--- config.mk ---
export PLATFORM = sky130hd
export DESIGN_NAME = pico_axi_req_arbiter_flat
export DESIGN_NICKNAME = d
export VERILOG_FILES = /design/src/rtl/pico_axi_req_arbiter_if.sv /design/src/rtl/pico_axi_req_arbiter.sv /design/src/flat_wrapper.sv
export SDC_FILE = /design/constraint.sdc
export NUM_CORES = 1
export LEC_CHECK = 0
export ABC_AREA = 1
export BUFFER_PORTS_ARGS = -buffer_cell sky130_fd_sc_hd__buf_2
export CAP_MARGIN = 10
export CORE_ASPECT_RATIO = 1.2
export CORE_MARGIN = 4
export CORE_UTILIZATION = 39
export DETAILED_ROUTE_END_ITERATION = 7
export GPL_TIMING_DRIVEN = 0
export PLACE_DENSITY_LB_ADDON = 0.05
export SKIP_LAST_GASP = 1
export SYNTH_ARGS = -nofsm -noshare
export SYNTH_HDL_FRONTEND = slang
export SYNTH_SLANG_ARGS = --single-unit
--- constraint.sdc ---
create_clock -name clk -period 1.65 [get_ports clk]
set_input_delay 0.165 -clock clk [delete_from_list [all_inputs] [get_ports clk]]
set_output_delay 0.165 -clock clk [all_outputs]
set_load 0.03 [all_outputs]
--- src/rtl/pico_axi_req_arbiter_if.sv ---
// Address-request bundle between N user ports, the round-robin arbiter and the
// memory controller's single master address port (one instance for AR, one for AW).
interface pico_axi_req_arbiter_if #(
    parameter int C_NUM_SLAVE_PORTS     = 4,
    parameter int C_AXI_SLAVE_ID_WIDTH  = 8,
    parameter int C_AXI_MASTER_ID_WIDTH = 10,
    parameter int C_AXI_ADDR_WIDTH      = 33
);
    localparam int N   = C_NUM_SLAVE_PORTS;
    localparam int SID = C_AXI_SLAVE_ID_WIDTH;
    localparam int MID = C_AXI_MASTER_ID_WIDTH;
    localparam int AW  = C_AXI_ADDR_WIDTH;

    logic [N*SID-1:0] s_axi_id;
    logic [N*AW-1:0]  s_axi_addr;
    logic [N*8-1:0]   s_axi_len;
    logic [N*3-1:0]   s_axi_size;
    logic [N*2-1:0]   s_axi_burst;
    logic [N-1:0]     s_axi_valid;
    logic [N-1:0]     s_axi_ready;

    logic [MID-1:0]   m_axi_id;
    logic [AW-1:0]    m_axi_addr;
    logic [7:0]       m_axi_len;
    logic [2:0]       m_axi_size;
    logic [1:0]       m_axi_burst;
    logic             m_axi_valid;
    logic             m_axi_ready;

    // Arbiter side: accepts user requests, presents the merged request.
    modport slave (
        input  s_axi_id, s_axi_addr, s_axi_len, s_axi_size, s_axi_burst, s_axi_valid,
        output s_axi_ready,
        output m_axi_id, m_axi_addr, m_axi_len, m_axi_size, m_axi_burst, m_axi_valid,
        input  m_axi_ready
    );

    // Environment side: user ports plus the controller's address port.
    modport master (
        output s_axi_id, s_axi_addr, s_axi_len, s_axi_size, s_axi_burst, s_axi_valid,
        input  s_axi_ready,
        input  m_axi_id, m_axi_addr, m_axi_len, m_axi_size, m_axi_burst, m_axi_valid,
        output m_axi_ready
    );
endinterface

--- src/rtl/pico_axi_req_arbiter.sv ---
// Round-robin merge of N address-request channels onto one registered master port;
// the granted port index is carried in the top bits of the master ID for response routing.
module pico_axi_req_arbiter #(
    parameter int C_NUM_SLAVE_PORTS     = 4,
    parameter int C_AXI_SLAVE_ID_WIDTH  = 8,
    parameter int C_AXI_MASTER_ID_WIDTH = 10,
    parameter int C_AXI_ADDR_WIDTH      = 33
) (
    input  logic                   clk,
    input  logic                   rst_n,
    pico_axi_req_arbiter_if.slave  bus
);
    localparam int N     = C_NUM_SLAVE_PORTS;
    localparam int SID   = C_AXI_SLAVE_ID_WIDTH;
    localparam int MID   = C_AXI_MASTER_ID_WIDTH;
    localparam int AW    = C_AXI_ADDR_WIDTH;
    localparam int PTR_W = $clog2(N);

    logic [PTR_W-1:0] ptr_q, ptr_d;
    logic [PTR_W-1:0] grant_idx;
    logic [PTR_W:0]   cand;
    logic             grant_found;
    logic             load;

    logic             m_valid_q, m_valid_d;
    logic [MID-1:0]   m_id_q, m_id_d;
    logic [AW-1:0]    m_addr_q, m_addr_d;
    logic [7:0]       m_len_q, m_len_d;
    logic [2:0]       m_size_q, m_size_d;
    logic [1:0]       m_burst_q, m_burst_d;

    // Search starts at ptr and wraps modulo N, which need not be a power of two.
    always_comb begin
        grant_found = 1'b0;
        grant_idx   = '0;
        cand        = '0;
        for (int k = 0; k < N; k++) begin
            cand = {1'b0, ptr_q} + (PTR_W+1)'(k);
            if (cand >= (PTR_W+1)'(N)) cand = cand - (PTR_W+1)'(N);
            if (!grant_found && bus.s_axi_valid[cand[PTR_W-1:0]]) begin
                grant_found = 1'b1;
                grant_idx   = cand[PTR_W-1:0];
            end
        end
    end

    assign load = (!m_valid_q || bus.m_axi_ready) && grant_found && rst_n;

    always_comb begin
        bus.s_axi_ready = '0;
        if (load) bus.s_axi_ready[grant_idx] = 1'b1;
    end

    always_comb begin
        m_valid_d = m_valid_q;
        m_id_d    = m_id_q;
        m_addr_d  = m_addr_q;
        m_len_d   = m_len_q;
        m_size_d  = m_size_q;
        m_burst_d = m_burst_q;
        ptr_d     = ptr_q;
        if (load) begin
            m_valid_d = 1'b1;
            m_id_d    = {(MID-SID)'(grant_idx), bus.s_axi_id[int'(grant_idx)*SID +: SID]};
            m_addr_d  = bus.s_axi_addr[int'(grant_idx)*AW +: AW];
            m_len_d   = bus.s_axi_len[int'(grant_idx)*8 +: 8];
            m_size_d  = bus.s_axi_size[int'(grant_idx)*3 +: 3];
            m_burst_d = bus.s_axi_burst[int'(grant_idx)*2 +: 2];
            ptr_d     = (grant_idx == PTR_W'(N-1)) ? '0 : grant_idx + 1'b1;
        end else if (bus.m_axi_ready) begin
            m_valid_d = 1'b0;
        end
    end

    always_ff @(posedge clk) begin
        if (!rst_n) begin
            m_valid_q <= 1'b0;
            m_id_q    <= '0;
            m_addr_q  <= '0;
            m_len_q   <= '0;
            m_size_q  <= '0;
            m_burst_q <= '0;
            ptr_q     <= '0;
        end else begin
            m_valid_q <= m_valid_d;
            m_id_q    <= m_id_d;
            m_addr_q  <= m_addr_d;
            m_len_q   <= m_len_d;
            m_size_q  <= m_size_d;
            m_burst_q <= m_burst_d;
            ptr_q     <= ptr_d;
        end
    end

    assign bus.m_axi_valid = m_valid_q;
    assign bus.m_axi_id    = m_id_q;
    assign bus.m_axi_addr  = m_addr_q;
    assign bus.m_axi_len   = m_len_q;
    assign bus.m_axi_size  = m_size_q;
    assign bus.m_axi_burst = m_burst_q;
endmodule
--- src/flat_wrapper.sv ---
// flat-port wrapper written by rule: the top's interface ports become plain ports
module pico_axi_req_arbiter_flat 
#(
    parameter int C_NUM_SLAVE_PORTS     = 4,
    parameter int C_AXI_SLAVE_ID_WIDTH  = 8,
    parameter int C_AXI_MASTER_ID_WIDTH = 10,
    parameter int C_AXI_ADDR_WIDTH      = 33
)
  (clk, rst_n, bus_s_axi_id, bus_s_axi_addr, bus_s_axi_len, bus_s_axi_size, bus_s_axi_burst, bus_s_axi_valid, bus_s_axi_ready, bus_m_axi_id, bus_m_axi_addr, bus_m_axi_len, bus_m_axi_size, bus_m_axi_burst, bus_m_axi_valid, bus_m_axi_ready);
  pico_axi_req_arbiter_if #(.C_NUM_SLAVE_PORTS(C_NUM_SLAVE_PORTS), .C_AXI_SLAVE_ID_WIDTH(C_AXI_SLAVE_ID_WIDTH), .C_AXI_MASTER_ID_WIDTH(C_AXI_MASTER_ID_WIDTH), .C_AXI_ADDR_WIDTH(C_AXI_ADDR_WIDTH)) bus_i ();
  input  logic clk;
  input  logic rst_n;
  input wire logic [$bits(bus_i.s_axi_id)-1:0] bus_s_axi_id;
  input wire logic [$bits(bus_i.s_axi_addr)-1:0] bus_s_axi_addr;
  input wire logic [$bits(bus_i.s_axi_len)-1:0] bus_s_axi_len;
  input wire logic [$bits(bus_i.s_axi_size)-1:0] bus_s_axi_size;
  input wire logic [$bits(bus_i.s_axi_burst)-1:0] bus_s_axi_burst;
  input wire logic [$bits(bus_i.s_axi_valid)-1:0] bus_s_axi_valid;
  output wire logic [$bits(bus_i.s_axi_ready)-1:0] bus_s_axi_ready;
  output wire logic [$bits(bus_i.m_axi_id)-1:0] bus_m_axi_id;
  output wire logic [$bits(bus_i.m_axi_addr)-1:0] bus_m_axi_addr;
  output wire logic [$bits(bus_i.m_axi_len)-1:0] bus_m_axi_len;
  output wire logic [$bits(bus_i.m_axi_size)-1:0] bus_m_axi_size;
  output wire logic [$bits(bus_i.m_axi_burst)-1:0] bus_m_axi_burst;
  output wire logic [$bits(bus_i.m_axi_valid)-1:0] bus_m_axi_valid;
  input wire logic [$bits(bus_i.m_axi_ready)-1:0] bus_m_axi_ready;
  assign bus_i.s_axi_id = bus_s_axi_id;
  assign bus_i.s_axi_addr = bus_s_axi_addr;
  assign bus_i.s_axi_len = bus_s_axi_len;
  assign bus_i.s_axi_size = bus_s_axi_size;
  assign bus_i.s_axi_burst = bus_s_axi_burst;
  assign bus_i.s_axi_valid = bus_s_axi_valid;
  assign bus_s_axi_ready = bus_i.s_axi_ready;
  assign bus_m_axi_id = bus_i.m_axi_id;
  assign bus_m_axi_addr = bus_i.m_axi_addr;
  assign bus_m_axi_len = bus_i.m_axi_len;
  assign bus_m_axi_size = bus_i.m_axi_size;
  assign bus_m_axi_burst = bus_i.m_axi_burst;
  assign bus_m_axi_valid = bus_i.m_axi_valid;
  assign bus_i.m_axi_ready = bus_m_axi_ready;
  pico_axi_req_arbiter #(.C_NUM_SLAVE_PORTS(C_NUM_SLAVE_PORTS), .C_AXI_SLAVE_ID_WIDTH(C_AXI_SLAVE_ID_WIDTH), .C_AXI_MASTER_ID_WIDTH(C_AXI_MASTER_ID_WIDTH), .C_AXI_ADDR_WIDTH(C_AXI_ADDR_WIDTH)) u_core (.clk(clk), .rst_n(rst_n), .bus(bus_i));
endmodule
# Word-level counts from Yosys, hierarchy flattened
# Index checks and enable logic that the tools add are counted.
# op_classes
bitwise	0
n_shift	5
n_reduce_logical	12
magnitude_cmp	10
add_sub_neg	8
n_div	0
n_eq_ne	1
mux	26
multipliers	2
# ops
op	n
$shiftx 132x32->33	1
$shiftx 32x6->8	2
$shiftx 12x32->3	1
$mux 2	9
$lt 2x3->1 const B	5
$mux 1	11
$ge 3x3->1 const B	3
$bmux 1 s2	4
$mul 2x6->8 const B	1
$shiftx 8x4->2	1
$sub 2x1->2 const B	4
$add 2x2->3 const B	2
$logic_and 1x1->1	6
$logic_not 1->1	4
$mul 2x2->4 const B	1
$mux 4	1
$add 2x1->3 const B	1
$ge 2x3->1 const B	1
$add 2x1->2 const B	1
$demux 1 s2	1
$eq 2x2->1 const B	1
$ge 2x1->1 const B	1
$reduce_bool 2->1	1
$logic_or 1x1->1	1
# totals
register_bits	59
n_memories	0
latch_bits	0
romBits	0
out_inout_bits	61
mem_bits_rw	0
wordCells	71
inputBits	223

# Depth between registers and ports, before layout
# depth
depth_word	19
depth_mapped	17

# Worst setup path after synthesis
# OpenSTA, ideal clock, no wires.
# synth_timing
path_kind	register to register
startpoint	reg u_core.ptr_q[0]
endpoint	reg u_core.ptr_q[1]
required_time_ns	1.584
setup_time_ns	0.066
synth_period_minus_slack_ns	2.203
setup_slack_ns	-0.553
stages_incl_launch_ff	13
arrival_ns	2.137
path_cell_list	dfxtp_1 buf_6 inv_6 nand2_1 nand2_1 nor2_1 nor2_1 nand3_2 nand3_2 buf_4 nor3_1 nor2_1 nor2_1
# synth_between
elab_chain_cells	16
# synth_rtl
element	line_no	text
from (decl)	pico_axi_req_arbiter.sv:19	logic [PTR_W-1:0] ptr_q, ptr_d;
from (signal assigned)	pico_axi_req_arbiter.sv:91	ptr_q <= ptr_d;
branches (longest 16 deep; another with $add 2x1->3)	-	
# Several ways; the timed one is not identified. The select of a mux whose other input is x is not followed.
# A chain may end at the register's enable or synchronous reset.

# Worst setup path after layout
# layout_timing
startpoint	reg u_core.ptr_q[0]
endpoint	out bus_s_axi_ready[0]
# layout_between
elab_chain_cells	19
# layout_rtl
element	line_no	text
branches (longest 18 deep; another with $add 2x1->3)	-	
$mux 4 (*)	pico_axi_req_arbiter.sv:51	if (load) bus.s_axi_ready[grant_idx] = 1'b1;
to (decl)	flat_wrapper.sv:19	output wire logic [$bits(bus_i.s_axi_ready)-1:0] bus_s_axi_ready;
# Mark *: on every way between the ends. The select of a mux whose other input is x is not followed.

==> results_dict.tcl <==
set metrics [dict create \
    clock_latency_ps 330 \
    first_iter_violations 393 \
    synth_seq_cells 59 \
    place_congestion 0.897 \
    worstPathArrival_ps 2040 \
    grt_pass1_wl_mm 29.9 \
    fin_skew_ps 4.64 \
    avgSynthCellArea_um2 5.77 \
    grt_start_max_net_pins 11 \
    routedWlPerCell_um 16.2 \
    power_frac_clock_pct 8.9 \
    grt_remaining_overflow 0 \
    drt-met1-wl_mm 7.69 \
    combPwrFrac_pct 78.5 \
    ios 284 \
    tightestPinTransition_ps 520 \
    setup_slack_ps -558 \
    die_w_um 105 \
    num_rows 42 \
    power_density_nw_per_um2 2640 \
    power_leakage_nw 4.12 \
    wl_met3_mm 1.69 \
    synthMuxAreaShare_pct 0 \
    placed_area_um2 6110 \
    max-slew-margin-rel_pct 65.3 \
    hold_class "in2reg" \
    slew_viol_final 0 \
    initial_core_util_pct 39.7 \
    routed.top_layer "met4" \
    ir_drop_v 0.00121 \
    r2r-start "u_core.ptr_q[0]" \
    htree_levels 3 \
    hold-path-endpoint "u_core.bus.m_axi_size[0]" \
    rsz0062_at_grt "yes" \
    synth-xor-area-share_pct 0 \
    post-route-util_pct 67.0 \
    startpoint_type "register" \
    post-place-ws_ps -547 \
    area_delta_synth_final_pct 68.7 \
    wl_mm 19.9 \
    wl_met2_mm 10.1 \
    post-route-period-util_pct 134 \
    yosys.area_share.simple_pct 55.6 \
    rrSetupSlack_ps -470 \
    num_antenna_cells 0 \
    numCtsBuffers 9 \
    via_per_inst 5.16 \
    fp.dieArea_um2 13000 \
    fmax_mhz 453 \
    drc 0 \
    seq_area_frac_synth_pct 26.9 \
    setup_viol 63 \
    synthCells 759 \
    first_global_vias 5799 \
    syn-cell-area_um2 4380 \
    fin_area_um2 7390 \
    worst_setup_path_end_kind "primary output" \
    portBuffers 283 \
    power.switching_w 0.00960 \
    synth_nets 982 \
    crit_fanout 10 \
    cap_violations 0 \
    drtAntennaViolNets 0 \
    clk_path_buf_depth 2 \
    synth_top_family_by_area "simple AND/OR/NAND/NOR gates" \
    crit_type "reg2out" \
    fin_nets 1314 \
    cts_tree "yes" \
    synth_cell_types 25 \
    min_from "bus_s_axi_size[3]" \
    worstRegToRegCells 16 \
    via_count 6339 \
    status "complete, but fails checks" \
    die_h_um 124 \
    grt_usage_pct 29.0 \
    drive_above_1_share_pct 42.9 \
    violations "negative setup slack" \
    place_hpwl_mm 14.6 \
    total_power_w 0.0196 \
    hold_viol_final 0 \
    synth-compound-area-share_pct 4.20 \
    core_area_um2 11000 \
    synthAdderAreaFrac_pct 0 \
    cell_internal_pwr_w 0.00995 \
    cts_sinks 59 \
    fillers 1073 \
    cts_root_buffer "clkbuf_16" \
    hold_depth 3 \
    fin_crit_ps 2210 \
    required_ps 1480 \
    grt_antenna_before_repair 0 \
    p_seq_share_pct 12.6 \
    path_clk_slew_ps 50 \
    r2r_end "u_core.bus.m_axi_id[4]" \
    power.share.switching_pct 49.1 \
    synth_warnings 0 \
    dr.pass1.iters 6 \
]
cell usage after synthesis:
master	n	share of area, %
inv_2	4	0.34
a21oi_1	1	0.11
inv_1	57	4.9
nor3_1	1	0.11
inv_6	1	0.20
nand3_4	1	0.40
o31ai_1	1	0.17
nand2_1	251	21
buf_6	3	0.77
o211ai_1	4	0.69
buf_2	33	3.8
a31oi_1	1	0.14
nor2_2	1	0.14
nand4_1	75	11
nand3_2	2	0.46
dfxtp_1	59	27
clkbuf_1	13	1.1
or2_2	4	0.57
nor2_1	59	5.1
buf_4	9	1.5
nor2_4	1	0.26
o21ai_1	10	1.1
nand3_1	144	16
buf_1	7	0.60
o21ai_0	17	1.9
power by group through the flow:
stage                     clock network (W)  registers (W)  logic, W
after floorplan                           0        0.00367   0.00691
after global placement                    0        0.00245    0.0111
after detailed placement                  0        0.00247    0.0112
after CTS                           0.00177        0.00245    0.0137
after global routing                0.00184        0.00254    0.0165
final                               0.00175        0.00247    0.0153
how the worst max path moves through the flow:
stage | slack (ps) | end | startpoint | cells past startpoint
floorplan | -190 | bus_s_axi_ready[3] | u_core.ptr_q[0] | 14
finish | -560 | bus_s_axi_ready[0] | u_core.ptr_q[0] | 11
global route | -650 | bus_s_axi_ready[0] | u_core.ptr_q[0] | 14
detailed placement | -550 | u_core.bus.m_axi_addr[15] | u_core.ptr_q[0] | 12
global placement | -530 | u_core.bus.m_axi_addr[15] | u_core.ptr_q[0] | 13
CTS | -510 | bus_s_axi_ready[0] | u_core.ptr_q[0] | 13
critical path: stages (launching register included):
cell     delay [ps]
dfxtp_2         350
buf_8           140
inv_8            50
nand2_2          50
nand2_2          60
buf_4           140
a31oi_2         230
nand3_4         120
buf_6           170
buf_6           150
nor2_4          100
buf_6           130
cells by family after synthesis:
family | count (synthesis)
simple gates | 539
flops | 59
compound gates | 34
buf+inv | 127
area by class of cell:
class	instances	area, um^2	share of cell area, %
inverters	62	248	3.35
plain buffers	64	649	8.78
repair inverters	1	6.26	0.0846
multi-input cells	573	2910	39.3
flip-flops and latches	59	1190	16.0
repair buffers	321	1960	26.5
well taps	132	165	2.23
clock inverters	2	10.0	0.135
clock buffers	14	264	3.57
cells in the final DEF (no fill, tap or decap), drive strengths merged:
| cell | n |
|---|---|
| a21oi | 1 |
| a31oi | 1 |
| buf | 365 |
| bufbuf | 2 |
| clkbuf | 32 |
| clkinv | 2 |
| dfxtp | 59 |
| inv | 63 |
| nand2 | 251 |
| nand3 | 147 |
| nand4 | 75 |
| nor2 | 61 |
| nor3 | 1 |
| o211ai | 4 |
| o21ai | 27 |
| o31ai | 1 |
| or2 | 4 |
metrics by stage:
step,setup TNS (ps),hold WS [ps],instances
CTS,-21670,80.3,1218
global placement,-26060,426,1174
floorplan,-5940,328,759
global route,-31760,112,1228
detailed placement,-26130,426,1174
finish,-25150,88.8,1228
flip-flops by register name (all words and copies together), names as in the netlist:
register and count:
u_core.bus.m_axi_len 8, u_core.bus.m_axi_size 3, u_core.bus.m_axi_addr 33, u_core.ptr_q 2, u_core.bus.m_axi_id 10, u_core.bus.m_axi_burst 2, u_core.bus.m_axi_valid 1
layer usage:
metal | vias to the layer above | track usage, %
li1 | 3186 | -
met1 | 2814 | 34.7
met2 | 303 | 52.3
met3 | 36 | 5.60
met4 | 0 | 9.43
met5 | - | 0
repair_timing:
action                     in CTS  in global routing
setup buffers                  23                  5
gates cloned                    5                  6
setup endpoints to repair      63                 63
pin swaps                      18                 42
gates resized for setup       122                 47
hold buffers                    0                  0
No activity file was read; power rests on OpenSTA's default activity.
